## config.mk

```make
export PLATFORM = sky130hd
export DESIGN_NAME = input_controller
export DESIGN_NICKNAME = d
export VERILOG_FILES = /design/src/rtl/input_controller_pkg.sv /design/src/rtl/input_controller.sv
export SDC_FILE = /design/constraint.sdc
export NUM_CORES = 1
export LEC_CHECK = 0
export ABC_CLOCK_PERIOD_IN_PS = 1700
export CAP_MARGIN = 40
export CORE_MARGIN = 1.5
export CORE_UTILIZATION = 36
export DETAILED_ROUTE_END_ITERATION = 7
export PLACE_DENSITY = 0.73
export SETUP_SLACK_MARGIN = 0.1
export SLEW_MARGIN = 15
export SYNTH_ARGS = -nofsm -noshare
export SYNTH_HDL_FRONTEND = slang
export SYNTH_SLANG_ARGS = --single-unit
export TNS_END_PERCENT = 10
```

## constraint.sdc

```tcl
create_clock -name clk -period 1.7 [get_ports clk]
set_clock_uncertainty 0.2 [all_clocks]
set_input_delay 0.17 -clock clk [delete_from_list [all_inputs] [get_ports clk]]
set_output_delay 0.17 -clock clk [all_outputs]
set_load 0.02 [all_outputs]
```

## src/rtl/input_controller_pkg.sv

```systemverilog
// Shared router definitions: default word width, route-select bit and the
// holding-stage state encoding used by the input controller.
package input_controller_pkg;

  localparam int WIDTH_DEFAULT     = 11;
  localparam int ROUTE_BIT_DEFAULT = WIDTH_DEFAULT - 1;

  typedef enum logic {
    ST_EMPTY = 1'b0,
    ST_FULL  = 1'b1
  } state_e;

  // Port index for a word: its top bit selects port 1.
  function automatic logic route_of(input logic [WIDTH_DEFAULT-1:0] word);
    return word[ROUTE_BIT_DEFAULT];
  endfunction

endpackage

```

## src/rtl/input_controller.sv

```systemverilog
// Router input controller: pops words from a show-ahead FIFO into a one-entry
// holding register and offers each to port 0 or port 1 by its top bit.
module input_controller
  import input_controller_pkg::*;
#(
  parameter int WIDTH = WIDTH_DEFAULT
) (
  input  logic             clk,
  input  logic             reset_n,
  input  logic             almost_empty,
  input  logic [WIDTH-1:0] data_in,
  output logic             read,
  input  logic             ready_0,
  input  logic             ready_1,
  output logic             req_0,
  output logic             req_1,
  output logic [WIDTH-1:0] data_out
);

  localparam int ROUTE_BIT = WIDTH - 1;

  // Handshake: a word moves to port p on a rising edge where req_p and ready_p
  // are both high; req_p never depends on ready_p, and a FULL word keeps req_p
  // and data_out stable until that edge. The FIFO head is consumed on any edge
  // where read is high, which may coincide with a transfer for 1 word/cycle.

  state_e           r_state;
  state_e           w_state_next;
  logic [WIDTH-1:0] r_data;
  logic             w_dest;
  logic             w_transfer;
  logic             w_read;
  logic             w_req_0;
  logic             w_req_1;

  always_ff @(posedge clk or negedge reset_n) begin
    if (!reset_n) begin
      r_state <= ST_EMPTY;
      r_data  <= '0;
    end else begin
      r_state <= w_state_next;
      if (w_read) r_data <= data_in;
    end
  end

  always_comb begin
    w_state_next = r_state;
    w_req_0      = 1'b0;
    w_req_1      = 1'b0;
    w_transfer   = 1'b0;
    w_read       = 1'b0;
    w_dest       = r_data[ROUTE_BIT];
    case (r_state)
      ST_EMPTY: begin
        w_read = ~almost_empty;
        if (w_read) w_state_next = ST_FULL;
      end
      ST_FULL: begin
        w_req_0    = ~w_dest;
        w_req_1    = w_dest;
        w_transfer = (w_req_0 & ready_0) | (w_req_1 & ready_1);
        // A refill in the same cycle as a transfer keeps the stage FULL.
        w_read     = ~almost_empty & w_transfer;
        if (w_transfer && !w_read) w_state_next = ST_EMPTY;
      end
      default: w_state_next = ST_EMPTY;
    endcase
    // The pop strobe must stay low for the whole time reset is held.
    w_read = w_read & reset_n;
  end

  assign read     = w_read;
  assign req_0    = w_req_0;
  assign req_1    = w_req_1;
  assign data_out = r_data;

endmodule

```

# Word-level counts from Yosys, hierarchy flattened
# Index checks and enable logic that the tools add are counted.
# word_totals
register_bits,12
output_inout_bits,14
input_bits,16
word_cells,18
# classes
n_mux,6
reduce_logical,2
n_bitwise,8
# ops
cell,count
1-bit bitwise AND,4
1-bit 2-to-1 mux,4
1-bit one-hot mux with 2 select lines,2
1-bit inverter,3
1-bit logical AND,1
1-bit logical NOT,1
1-bit OR,1

# Logic depth before layout (Yosys ltp)
# logic_depth
word_depth,8
depth_mapped,4
depth_no_buf,3

# Worst setup path before layout
# No wires, ideal clock.
# synth_path
kind,flip-flop to flip-flop
start,"register r_data[10], in the netlist data_out[10]"
end,"register r_data[0], in the netlist data_out[0]"
setup_time_ns,0.125
t_required_ns,1.375
n_path_buf,1
period_less_slack_ns,1.648
arrival_ns,1.323
slack_ns,0.052
stages_incl_launch_ff,5
cell_sequence,dfrtp_1 > mux2i_1 > a21oi_2 > buf_6 > mux2_4
# synth_via
elab_chain_cells,6
elab_cells_between_ends,7
classes_between,mux (1); bitwise (6)
# synth_rtl
item,line,text
start: declaration,input_controller.sv:29,logic [WIDTH-1:0] r_data;
start signal: assignment,input_controller.sv:42,if (w_read) r_data <= data_in;
1-bit inverter,input_controller.sv:59,w_req_0 = ~w_dest;
1-bit bitwise AND,input_controller.sv:61,w_transfer = (w_req_0 & ready_0) | (w_req_1 & ready_1);
1-bit OR *,input_controller.sv:61,
1-bit bitwise AND *,input_controller.sv:63,w_read = ~almost_empty & w_transfer;
1-bit one-hot mux with 2 select lines *,input_controller.sv:53,case (r_state)
1-bit bitwise AND *,input_controller.sv:69,w_read = w_read & reset_n;
named net read,input_controller.sv:12,"output logic read,"
# Mark *: on every way through the listed nets, which the timed path passes. The rest lies on a longest branch.
# A chain may end at the register's enable or synchronous reset.

# Worst setup path in the final report
# layout_path
start,"register r_data[10], in the netlist data_out[10]"
end,"register r_data[6], in the netlist data_out[6]"
# layout_via
elab_chain_cells,6
elab_cells_between_ends,7
classes_between,mux (1); bitwise (6)
# layout_rtl
item,line
1-bit inverter,input_controller.sv:59
1-bit bitwise AND,input_controller.sv:61
1-bit OR *,input_controller.sv:61
1-bit bitwise AND *,input_controller.sv:63
1-bit one-hot mux with 2 select lines *,input_controller.sv:53
1-bit bitwise AND *,input_controller.sv:69
# Mark *: on every way between the ends. The rest lies on a longest branch, timed or not.

==> results.py <==
metrics = {
    "critical_path": {
        "path_delay_family": "multiplexers",
        "crit_path_end_kind": "register",
        "ff2ff_setup_slack_ps": 60,
        "worstSetupPathType": "register to register",
        "cp_slowest_stage_delay_ps": 430,
        "critPathArrivalTime_ps": 1580,
        "reg2reg_to": "data_out[6]$_DFFE_PN0P_",
        "worstPathCellList": "mux2i_4, a21oi_4, buf_6, mux2_4",
        "path_max_fanout": 5,
        "cp.required_ps": 1640,
        "rr_startpoint": "data_out[10]$_DFFE_PN0P_",
        "crit_slowest_cell": "dfrtp_2",
        "crit_buf_inv": 1,
        "cp.depth": 4,
        "critPathLaunchType": "register",
        "rr_worst_depth": 4,
        "crit_start": "data_out[10]$_DFFE_PN0P_",
    },
    "run": {
        "max-cap-violations": 0,
    },
    "sta": {
        "hold_viol": 0,
        "rsz0062_at_grt": "true",
        "setup_viol": 0,
        "fmax_mhz": 610.9,
        "tightest_slew_ps": 239.9,
        "period_needed_ps": 1637,
        "min_period_over_period": 0.9629,
        "report.final.slew_viol_count": 0,
        "slew_headroom": 0.8401,
    },
    "synth": {
        "synth_common_cells": "12 x dfrtp_1, 9 x mux2_4, 2 x inv_1, 2 x nand2_1",
        "synth_area_per_cell_um2": 14.94,
        "yosys.cell_count.top_type": "dfrtp_1",
        "yosys_warnings": 0,
        "netlist-cell-type-count": 15,
        "synth_fp_nets": 52,
        "synth_seq_cells": 12,
        "ys.flop_type": "dfrtp_1",
        "synth_edf_count": 0,
        "synth_top_area_cell": "dfrtp_1",
        "synthCells": 36,
        "synthTopCellsByArea": "dfrtp_1 56%, mux2_4 25%, buf_6 2.1%",
        "synthArstFlopShare": 1.000,
        "syn_area_um2": 538.0,
        "ys_seq_area_frac": 0.5581,
        "yosysTopAreaCellShare": 0.5581,
    },
    "placement": {
        "place_area_um2": 867.1,
        "dp_cells": 83,
        "detailed_place_hpwl_um": 821,
        "gp_routability_congestion": 0.7460,
        "port_buffers": 29,
    },
    "route": {
        "drtIter0Drc": 6,
        "remaining_drc_errors": 0,
        "detail-route-antenna-nets": 0,
        "finalWirelength_um": 1132,
        "vias": 410,
        "detail_route.wl_per_cell_um": 12.86,
        "via_per_inst": 4.659,
        "first_pass_iters": 4,
    },
    "floorplan": {
        "rows": 13,
        "die_height_um": 41.66,
        "start_util": 0.3985,
        "die-area_um2": 1736,
        "dieWidth_um": 41.66,
        "ioPinCount": 30,
        "fp.coreArea_um2": 1350,
    },
    "cts": {
        "path_clk_slew_ps": 70,
        "clk_latency_ps": 260,
        "cts_buffers": 3,
        "clockBufferDepth": 2,
        "cts_root_buffer": "clkbuf_4",
        "cts.sink_count": 12,
        "cts_tree": "built",
        "htreeDepth": 1,
        "cts-hold-fix-buffers": 0,
    },
    "finish": {
        "syn_to_final_growth_pct": 70.47,
        "fin_area_um2": 917.1,
        "drive_gt1_frac": 0.3425,
        "nNetsFinal": 90,
        "fin_cells": 88,
        "n_antenna_cell": 0,
        "postLayoutCoreUtil": 0.6793,
    },
    "global_route": {
        "antenna_found_initial": 0,
        "grt_pass1_wl_um": 1932,
        "grt_pass1_vias": 461,
        "grt_max_degree": 13,
        "grt_usage": 0.1482,
        "grt_overflow_total": 0,
    },
    "power_and_ir_drop": {
        "vdd_ir_drop_max_mv": 0.5362,
        "power_per_cell_area_nw_per_um2": 999.3,
        "p_leak_nw": 0.4188,
    },
    "min_path": {
        "hold_class": "primary input to asynchronous set/reset pin",
    },
    "run_status": {
        "status": "complete, no violations",
    },
}
==> cells by family (layout without fill, tap and decap cells) <==
family	after synthesis	in the layout	synth area share
AO/OA/AOI/OAI	4	4	0.05115
multiplexers	11	11	0.2907
buffers and inverters	3	40	0.03489
flip-flops	12	12	0.5581
AND/OR/NAND/NOR	6	6	0.06515
==> power breakdown <==
| group | internal (W) | switching [W] |
|---|---|---|
| Combinational | 0.000211 | 0.000151 |
| Clock | 0.0000906 | 0.0000842 |
| Sequential | 0.000344 | 0.0000362 |
==> metal layers <==
metal	GRT usage	share of wire	vias to the layer above
li1	-	-	196
met1	0.1983	0.46	199
met2	0.2188	0.48	15
met3	0.03913	0.057	0
met4	0.07742	0	0
met5	0	0	-
==> registers in the layout, indices dropped and copies added (netlist names) <==
name,cells
data_out,11
r_state,1
==> cells in the final DEF, fill, tap and decap left out <==
cell / synthesis / layout
clkbuf_4: 0 / 3
and2b_1: 1 / 1
buf_4: 0 / 3
dfrtp_1: 12 / 11
mux2i_4: 0 / 1
dfrtp_2: 0 / 1
dlygate4sd2_1: 0 / 5
clkdlybuf4s50_1: 0 / 21
a21oi_4: 0 / 1
buf_2: 0 / 2
inv_1: 2 / 2
mux2_4: 9 / 10
nand2_1: 2 / 2
o21ai_0: 1 / 1
buf_6: 1 / 3
a21oi_1: 1 / 1
nor2b_1: 1 / 1
o2bb2ai_1: 1 / 1
clkbuf_1: 0 / 1
and2_2: 1 / 1
nand2b_1: 1 / 1
==> cell type report <==
class,count,area [µm²]
clock buffer,4,26.28
multi-input combinational,21,242.7
fill,103,432.9
timing repair buffer,34,320.3
inverter,2,7.507
sequential,12,301.5
tap,15,18.77
==> worst reg2reg max path: stages, from the launching register on <==
cell and delay [ps]:
dfrtp_2 430, mux2i_4 200, a21oi_4 210, buf_6 170, mux2_4 300
==> through the flow <==
stage / hold WS [ps] / setup TNS [ps] / power, W / setup WS, ps
floorplan: -325.6 / 0 / 0.0005657 / 102.7
global placement: 290.4 / -1261 / 0.0007488 / -215.8
detailed placement: 292.8 / -1620 / 0.0007539 / -235.3
CTS: 34.24 / 0 / 0.0009118 / 19.65
global route: 43.80 / 0 / 0.0009701 / 22.11
finish: 35.06 / 0 / 0.0009165 / 63.01
==> how the worst max path moves through the flow <==
stage                     slack (ps)                      end
after CTS                         20  data_out[6]$_DFFE_PN0P_
final                             60  data_out[6]$_DFFE_PN0P_
after floorplan                  100  data_out[0]$_DFFE_PN0P_
after detailed placement        -240                     read
after global placement          -220                     read
after global routing              20  data_out[1]$_DFFE_PN0P_
==> timing repair <==
action,CTS,global route
resized for setup,17,10
buffers inserted,0,0
gates cloned,0,1
hold endpoints to repair,0,0
pin swaps,0,1
setup endpoints to repair,18,17
Power figures use the tool's default switching activity.
